===== src/rtl/cia_sp_peer.sv =====
// ---------------------------------------------------------------------------
// cia_sp_peer
//   Far-end peer for a CIA serial port (SP/CNT). Receives bytes that a CIA in
//   output mode clocks out on CNT. Transmits bytes MSB first into a CIA in
//   input mode by generating CNT and SP. The CIA samples SP on rising CNT.
//
//   State table (TX FSM):
//     state   | meaning
//     --------+-----------------------------------------------------------
//     TX_IDLE | cnt_out/sp_out high, ready for a byte, RX enabled
//     TX_LOW  | cnt_out low, sp_out presents the current bit
//     TX_HIGH | cnt_out high, sp_out held so the CIA samples a stable bit
//
// Ports
//   clk       in   system clock
//   res_n     in   asynchronous active-low reset
//   cnt_in    in   CNT from the CIA
//   sp_in     in   SP from the CIA
//   cnt_out   out  CNT to the CIA, idles high
//   sp_out    out  SP to the CIA, idles high
//   tx_data   in   byte to send
//   tx_valid  in   tx_data is valid
//   tx_ready  out  transmitter can accept a byte
//   tx_done   out  one-cycle pulse at the end of the 8th bit's high phase
//   rx_data   out  last received byte
//   rx_valid  out  one-cycle pulse when rx_data updates
//   rx_abort  out  one-cycle pulse when a partial byte times out
// ---------------------------------------------------------------------------
module cia_sp_peer #(
    parameter int unsigned HALF_PERIOD = 4,
    parameter int unsigned SYNC_STAGES = 2,
    parameter int unsigned RX_TIMEOUT  = 1024
) (
    input  logic       clk,
    input  logic       res_n,
    input  logic       cnt_in,
    input  logic       sp_in,
    output logic       cnt_out,
    output logic       sp_out,
    input  logic [7:0] tx_data,
    input  logic       tx_valid,
    output logic       tx_ready,
    output logic       tx_done,
    output logic [7:0] rx_data,
    output logic       rx_valid,
    output logic       rx_abort
);

    localparam logic [7:0]  HP_LOAD = 8'(HALF_PERIOD - 1);
    localparam logic [15:0] TO_LAST = 16'(RX_TIMEOUT - 1);

    typedef enum logic [1:0] {
        TX_IDLE = 2'd0,
        TX_LOW  = 2'd1,
        TX_HIGH = 2'd2
    } tx_state_e;

    tx_state_e  state_q, state_d;
    logic [7:0] hp_cnt_q, hp_cnt_d;
    logic [2:0] tx_bit_q, tx_bit_d;
    logic [7:0] tx_sh_q, tx_sh_d;
    logic       tx_done_q, tx_done_d;
    logic       tx_start;

    // ------------------------------------------------------------------
    // TX: state register
    // ------------------------------------------------------------------
    always_ff @(posedge clk or negedge res_n) begin
        if (!res_n) begin
            state_q   <= TX_IDLE;
            hp_cnt_q  <= '0;
            tx_bit_q  <= '0;
            tx_sh_q   <= '0;
            tx_done_q <= 1'b0;
        end else begin
            state_q   <= state_d;
            hp_cnt_q  <= hp_cnt_d;
            tx_bit_q  <= tx_bit_d;
            tx_sh_q   <= tx_sh_d;
            tx_done_q <= tx_done_d;
        end
    end

    // ------------------------------------------------------------------
    // TX: next-state logic
    // ------------------------------------------------------------------
    always_comb begin
        state_d   = state_q;
        hp_cnt_d  = hp_cnt_q;
        tx_bit_d  = tx_bit_q;
        tx_sh_d   = tx_sh_q;
        tx_done_d = 1'b0;
        tx_start  = 1'b0;

        case (state_q)
            TX_IDLE: begin
                if (tx_valid) begin
                    tx_start = 1'b1;
                end
            end
            TX_LOW: begin
                if (hp_cnt_q == 8'd0) begin
                    state_d  = TX_HIGH;
                    hp_cnt_d = HP_LOAD;
                end else begin
                    hp_cnt_d = hp_cnt_q - 8'd1;
                end
            end
            TX_HIGH: begin
                if (hp_cnt_q == 8'd0) begin
                    tx_sh_d  = {tx_sh_q[6:0], 1'b0};
                    tx_bit_d = tx_bit_q + 3'd1;
                    if (tx_bit_q == 3'd7) begin
                        tx_done_d = 1'b1;
                        state_d   = TX_IDLE;
                        // A waiting byte chains straight into its low phase
                        // so CNT shows no idle-high gap between bytes.
                        if (tx_valid) begin
                            tx_start = 1'b1;
                        end
                    end else begin
                        state_d  = TX_LOW;
                        hp_cnt_d = HP_LOAD;
                    end
                end else begin
                    hp_cnt_d = hp_cnt_q - 8'd1;
                end
            end
            default: begin
                state_d = TX_IDLE;
            end
        endcase

        if (tx_start) begin
            state_d  = TX_LOW;
            tx_sh_d  = tx_data;
            tx_bit_d = 3'd0;
            hp_cnt_d = HP_LOAD;
        end
    end

    // ------------------------------------------------------------------
    // TX: outputs
    // ------------------------------------------------------------------
    always_comb begin
        tx_ready = (state_q == TX_IDLE);
        cnt_out  = (state_q != TX_LOW);
        sp_out   = (state_q == TX_IDLE) ? 1'b1 : tx_sh_q[7];
    end

    assign tx_done = tx_done_q;

    // ------------------------------------------------------------------
    // RX: input synchronizers. Both lines use the same depth so SP stays
    // aligned with CNT. Flops reset high (the line idle level) so leaving
    // reset with CNT idle high does not look like a rising edge.
    // ------------------------------------------------------------------
    logic cnt_s, sp_s;

    generate
        if (SYNC_STAGES == 0) begin : g_nosync
            assign cnt_s = cnt_in;
            assign sp_s  = sp_in;
        end else begin : g_sync
            logic [SYNC_STAGES-1:0] cnt_sync_q;
            logic [SYNC_STAGES-1:0] sp_sync_q;

            always_ff @(posedge clk or negedge res_n) begin
                if (!res_n) begin
                    cnt_sync_q <= '1;
                    sp_sync_q  <= '1;
                end else begin
                    cnt_sync_q[0] <= cnt_in;
                    sp_sync_q[0]  <= sp_in;
                    for (int i = 1; i < int'(SYNC_STAGES); i++) begin
                        cnt_sync_q[i] <= cnt_sync_q[i-1];
                        sp_sync_q[i]  <= sp_sync_q[i-1];
                    end
                end
            end

            assign cnt_s = cnt_sync_q[SYNC_STAGES-1];
            assign sp_s  = sp_sync_q[SYNC_STAGES-1];
        end
    endgenerate

    // ------------------------------------------------------------------
    // RX: shifter, bit counter, timeout
    // ------------------------------------------------------------------
    logic        cnt_prev_q;
    logic [6:0]  rx_sh_q;
    logic [2:0]  rx_bit_q;
    logic [15:0] rx_to_q;
    logic [7:0]  rx_data_q;
    logic        rx_valid_q;
    logic        rx_abort_q;
    logic        rx_rise;

    // CNT is shared with our own transmitter, so edges only count in IDLE.
    assign rx_rise = cnt_s & ~cnt_prev_q & (state_q == TX_IDLE);

    always_ff @(posedge clk or negedge res_n) begin
        if (!res_n) begin
            cnt_prev_q <= 1'b1;
            rx_sh_q    <= '0;
            rx_bit_q   <= '0;
            rx_to_q    <= '0;
            rx_data_q  <= 8'h00;
            rx_valid_q <= 1'b0;
            rx_abort_q <= 1'b0;
        end else begin
            cnt_prev_q <= cnt_s;
            rx_valid_q <= 1'b0;
            rx_abort_q <= 1'b0;

            if (tx_start) begin
                rx_bit_q <= '0;
                rx_to_q  <= '0;
            end else if (rx_rise) begin
                rx_sh_q  <= {rx_sh_q[5:0], sp_s};
                rx_bit_q <= rx_bit_q + 3'd1;
                rx_to_q  <= '0;
                if (rx_bit_q == 3'd7) begin
                    rx_data_q  <= {rx_sh_q, sp_s};
                    rx_valid_q <= 1'b1;
                end
            end else if (rx_bit_q != 3'd0) begin
                if (rx_to_q == TO_LAST) begin
                    rx_bit_q   <= '0;
                    rx_sh_q    <= '0;
                    rx_to_q    <= '0;
                    rx_abort_q <= 1'b1;
                end else begin
                    rx_to_q <= rx_to_q + 16'd1;
                end
            end else begin
                rx_to_q <= '0;
            end
        end
    end

    assign rx_data  = rx_data_q;
    assign rx_valid = rx_valid_q;
    assign rx_abort = rx_abort_q;

endmodule


===== config.mk =====
export PLATFORM = sky130hd
export DESIGN_NAME = cia_sp_peer
export DESIGN_NICKNAME = d
export VERILOG_FILES = /design/src/rtl/cia_sp_peer.sv
export SDC_FILE = /design/constraint.sdc
export NUM_CORES = 1
export LEC_CHECK = 0
export BUFFER_PORTS_ARGS = -buffer_cell sky130_fd_sc_hd__buf_2
export CAP_MARGIN = 25
export CORE_UTILIZATION = 45
export CTS_CLUSTER_DIAMETER = 40
export DETAILED_ROUTE_END_ITERATION = 10
export HOLD_SLACK_MARGIN = 0.12
export SLEW_MARGIN = 20
export SYNTH_ARGS = -nofsm -noshare
export SYNTH_HDL_FRONTEND = slang
export SYNTH_SLANG_ARGS = --single-unit

===== constraint.sdc =====
create_clock -name clk -period 2.66 [get_ports clk]
set_input_delay 0.133 -clock clk [delete_from_list [all_inputs] [get_ports clk]]
set_output_delay 0.133 -clock clk [all_outputs]
set_load 0.02 [all_outputs]

# Word-level counts from Yosys, hierarchy flattened
# Cells that the tools add are included.
# W data, S select, Z words.
classes:
  n_eq_ne: 10
  n_addsub: 4
  muxes: 42
  n_bitwise: 4
  n_reduce_logical: 16
op_table:
  columns: ["operator", "n"]
  rows:
  - ["$mux W16", 4]
  - ["$mux W8", 7]
  - ["$mux W3", 7]
  - ["$mux W7", 3]
  - ["$add A16 B1 Y16 const B", 1]
  - ["$eq A16 B10 Y1 const B", 1]
  - ["$pmux W8 S2", 1]
  - ["$mux W1", 15]
  - ["$reduce_bool A3 Y1", 4]
  - ["$reduce_and A3 Y1", 3]
  - ["$logic_not A8 Y1", 1]
  - ["$reduce_bool A2 Y1", 4]
  - ["$sub A8 B1 Y8 const B", 1]
  - ["$add A3 B1 Y3 const B", 2]
  - ["$eq A3 B3 Y1 const B", 2]
  - ["$mux W2", 3]
  - ["$ne A3 B3 Y1 const B", 2]
  - ["$pmux W2 S3", 1]
  - ["$reduce_and A2 Y1", 3]
  - ["$ne A2 B1 Y1 const B", 2]
  - ["$ne A4 B4 Y1 const B", 1]
  - ["$and A1 B1 Y1", 2]
  - ["$eq A2 B1 Y1 const B", 1]
  - ["$eq A2 B2 Y1 const B", 1]
  - ["3 further kinds", 4]
totals:
  input_bits: 13
  output_inout_bits: 14
  ff_bits: 63
  wordCells: 90

# Logic depth before layout (Yosys ltp)
depth:
  word_depth: 6
  depth_mapped: 8
  mapped_depth_nobuf: 6

# Worst setup path after synthesis
# No wires, ideal clock.
synth_path:
  kind: "reg2reg"
  from: "reg state_q[0]"
  to: "reg rx_to_q[14]"
  t_arrival_ns: 1.986
  path_stages_with_launch: 9
  period_less_slack_ns: 2.058
  t_required_ns: 2.589
  setup_slack_ns: 0.602
  cell_sequence: "dfrtp_1 > inv_1 > ha_1 > and2_1 > a41o_1 > or4b_1 > buf_2 > buf_6 > nor2_1"
synth_between:
  elab_chain_len: 4
synth_rtl:
  columns: ["item", "line", "text"]
  rows:
  - ["start, declared", "58", "tx_state_e state_q, state_d;"]
  - ["start signal, assigned", "76", "state_q <= state_d;"]
  - ["$logic_not A2 Y1 *", null, null]
  - ["net tx_ready", "42", "output logic tx_ready,"]
  - ["$and A1 B1 Y1", "200", "assign rx_rise = cnt_s & ~cnt_prev_q & (state_q == TX_IDLE);"]
  - ["$mux W16", "219", "end else if (rx_rise) begin"]
  - ["$mux W16 *", "216", "if (tx_start) begin"]
  - ["end signal, assigned", "234", "rx_to_q <= rx_to_q + 16'd1;"]
  - ["end, declared", "193", "logic [15:0] rx_to_q;"]
# Mark *: on every way through the listed nets, which the timed path passes. The rest lies on a longest branch.
# A chain may end at the register's enable or synchronous reset.

# Worst setup path in the final report
layout_path:
  from: "reg hp_cnt_q[0]"
  to: "reg rx_to_q[13]"
layout_between:
  elab_chain_len: 4
layout_rtl:
  columns: ["item", "line", "text"]
  rows:
  - ["start, declared", "59", "logic [7:0] hp_cnt_q, hp_cnt_d;"]
  - ["start signal, assigned", "77", "hp_cnt_q <= hp_cnt_d;"]
  - ["$logic_not A8 Y1", "110", "if (hp_cnt_q == 8'd0) begin"]
  - ["$mux W1", "110", null]
  - ["$pmux W1 S2", "95", "case (state_q)"]
  - ["$mux W16", "216", null]
# Every way passes these cells.

==> metrics.md <==
| Metric | Value |
|---|---|
| DRT antenna net count | `0` |
| Worst Setup End Kind | `register` |
| Met3 usage | `3.479%` |
| Grt peak-use layer | `met2` |
| CTS H-tree depth | `3` |
| Share of cells above drive strength 1 | `20.31%` |
| F_max | `420.7 MHz` |
| # hold bufs at CTS | `11` |
| Placer Congestion | `0.7267` |
| Critical path class | `register to register` |
| Most common library cells after synthesis | `58 x dfrtp_1, 31 x nand2_1, 23 x nor2_1` |
| Fin crit share | `89.36%` |
| Seq/Total Area, Yosys | `53.51%` |
| Buffers on Ports | `26` |
| Setup Total Neg Slack | `0 ns` |
| DRC violation count after routing | `0` |
| Warnings from Yosys | `0` |
| Worst Path Buf+Inv | `1` |
| Largest net degree at the start of global routing | `64` |
| Final #Nets | `343` |
| TritonCTS buffer count | `9` |
| Crit start category | `register` |
| Avg Inst Size Synth | `10.76 um^2` |
| Worst r2r src | `hp_cnt_q[0]` |
| Number of enable flip-flop cells after synthesis | `0` |
| Reg clk slew, reported paths | `0.07 ns` |
| Critical-path cell list | `inv_1 -> ha_1 -> nor4bb_4 -> a41o_1 -> or4b_1 -> a21oi_1` |
| # IOs | `27` |
| Area growth from synthesis to layout | `18.27%` |
| Clock skew | `0.01016 ns` |
| Post-Syn Instances | `275` |
| Post-synth top area share | `49.07%` |
| Finished Core Util | `55.09%` |
| Initial antenna violation count | `0` |
| Clock buffer depth | `2` |
| Crit path max-delay family | `simple AND/OR/NAND/NOR gates` |
| Slew HR | `45.79%` |
| Power density over cell area | `903.3 nW/um^2` |
| Die ar. | `6901 um^2` |
| DP Cell Count | `375` |
| Die Height | `83.08 um` |
| DR vias/cell | `5.383` |
| Unrepaired setup endpoints after global routing | `no` |
| Top post-synthesis cells by area | `dfrtp_1 49%, dfstp_2 4.4%, ha_1 4.2%, nand2_1 3.9%, a22oi_1 3.3%` |
| Vias in the first global route | `2154` |
| Diode count | `0` |
| Reg-to-reg slack, setup | `0.28 ns` |
| CP max FO | `15` |
| Worst Tran Pin Value | `0.8058 ns` |
| FF-to-FF End | `rx_to_q[13]` |
| Hold worst-path end | `hp_cnt_q[4]` |
| Status | `finished clean` |
| Leakage power | `1.633 nW` |
| Max cap viols | `0` |
| CP required | `2.92 ns` |
| Crit path largest cell delay | `0.82 ns` |
| Syn_nets | `298` |
| Iteration-0 DRC Markers | `97` |
| Met2 usage | `28.84%` |
| Worst hold path stage count | `4` |
| Critical Path AT | `2.64 ns` |
| Chip width | `83.08 um` |
| Starting Density | `46.58%` |
| DRT Pass-1 Iters | `4` |
| WL/cell | `13.84 um` |
| Tot Pwr | `3.160 mW` |
| Post-layout min period | `2.377 ns` |
| Max stage delay cell, worst path | `or4b_1` |
| Core Rows | `29` |
| Met1 Resource Use GR | `23.55%` |
| Core ar. | `6350 um^2` |
| Fin cells | `402` |
| Worst-Skew Late Latency | `0.34 ns` |
| Final-report max-slew violation count | `0` |
| Count leader, synth | `dfrtp_1` |
| Synth area leader | `dfrtp_1` |
| First-pass GRT wire length | `9.936 mm` |
| WL final | `5.563 mm` |
| Synth async-reset ratio | `100.0%` |
| VDD IR max | `0.0005038 V` |
| Half-perimeter wire length after placement | `3.577 mm` |
| Grt total ovfl | `0` |
| Hold/Removal Path Class | `input port to register` |
| Yosys cell types | `50` |
| Setup Buffers After CTS | `0` |
| GRT Total Usage | `18.04%` |
| Final setup violation count | `0` |
| Hold Startpoint | `tx_valid` |
| Clock sinks | `63` |
| Post-CTS Resized | `0` |
| Via count | `2164` |
| Root Driver | `clkbuf_8` |
| R2R depth | `6` |
| Yosys reg bits | `63` |
| CTS tree | `done` |
| Post-synthesis cell area | `2958 um^2` |
| Main flop type after synthesis | `dfrtp_1` |
| Hold violation total from the final report | `0` |
==> flip-flops by register name (all words and copies together) (netlist names), 2 cells and up <==
signal             count
tx_sh_q                8
hp_cnt_q               8
rx_sh_q                7
tx_bit_q               3
rx_data                8
rx_to_q               16
g_sync.sp_sync_q       2
rx_bit_q               3
state_q                2
g_sync.cnt_sync_q      2
==> report_power, final <==
| part | internal [mW] | total (mW) | switching, mW |
|---|---|---|---|
| clock network | 0.429 | 0.807 | 0.377 |
| registers | 1.16 | 1.34 | 0.181 |
| logic | 0.435 | 1.01 | 0.580 |
==> worst min-delay path, cell delays in order <==
cell       delay, ns
buf_2           0.14
a2bb2oi_1       0.12
nand2_1         0.07
a31oi_1         0.08
==> worst max-delay path by stage <==
stage                     start          end  depth (start not counted)
global placement    hp_cnt_q[0]  rx_to_q[15]                          6
CTS                 hp_cnt_q[0]  rx_to_q[15]                          6
finish              hp_cnt_q[0]  rx_to_q[13]                          6
floorplan            state_q[0]  rx_to_q[14]                          8
detailed placement  hp_cnt_q[0]  rx_to_q[15]                          6
global route        hp_cnt_q[0]  rx_to_q[13]                          6
==> through the flow <==
| stage | area, um^2 | setup slack, ns | hold slack, ns |
|---|---|---|---|
| 2_1_floorplan | 2958 | 0.6022 | -0.1626 |
| 3_3_place_gp | 3199 | 0.3470 | 0.1741 |
| 3_5_place_dp | 3199 | 0.2455 | 0.1727 |
| 4_1_cts | 3498 | 0.2402 | 0.2242 |
| 5_1_grt | 3498 | 0.1105 | 0.2711 |
| 6_report | 3498 | 0.2832 | 0.2339 |
==> final cells by class <==
cell class | count | area (um^2)
timing repair buffer | 44 | 305.3
clock inverter | 6 | 61.31
sequential | 63 | 1583
inverter | 13 | 48.80
fill | 565 | 2851
clock buffer | 10 | 127.6
tap | 77 | 96.34
multi-input combinational | 189 | 1276
==> kinds of logic after synthesis <==
kind of cell / after synthesis / synth area share, %
AO/OA/AOI/OAI: 55 / 12.94
XOR/XNOR: 14 / 4.146
multiplexers: 11 / 4.061
flip-flops: 63 / 53.51
adder cells (fa/ha/maj): 10 / 4.230
AND/OR/NAND/NOR: 99 / 17.77
buffers and inverters: 23 / 3.342
==> layer usage <==
metal,vias up,wire length [um]
met5,-,0
met4,0,123
met3,11,170
met2,33,2545
met1,1045,2724
li1,1075,-
==> placed cells by master, fill, tap and decap left out, types with 2 or more instances in the layout <==
cell           Yosys  routed
nor3_1             5       5
xor2_1             7       7
a31oi_1            6       6
nand2_1           31      31
mux2i_1            3       3
nor2_1            23      23
nand3_1            9       9
ha_1              10      10
dlygate4sd3_1      0      11
o21ai_0            3       3
a21oi_1           12      12
mux2_2             8       8
nor4bb_1           2       2
clkinv_2           0       3
o211ai_1           9       9
a22oi_1           13      13
clkbuf_8           0       9
nor4_1             3       3
and3_1             3       3
buf_4              0       6
dfrtp_1           58      58
a22o_1             3       3
buf_2              4      26
or3_1              2       2
dfstp_2            5       5
nand4_1            5       5
or2_2              2       2
inv_1             13      13
nand2b_1           2       2
xnor2_1            7       7
Note: power is estimated with default switching activity, not from simulation.
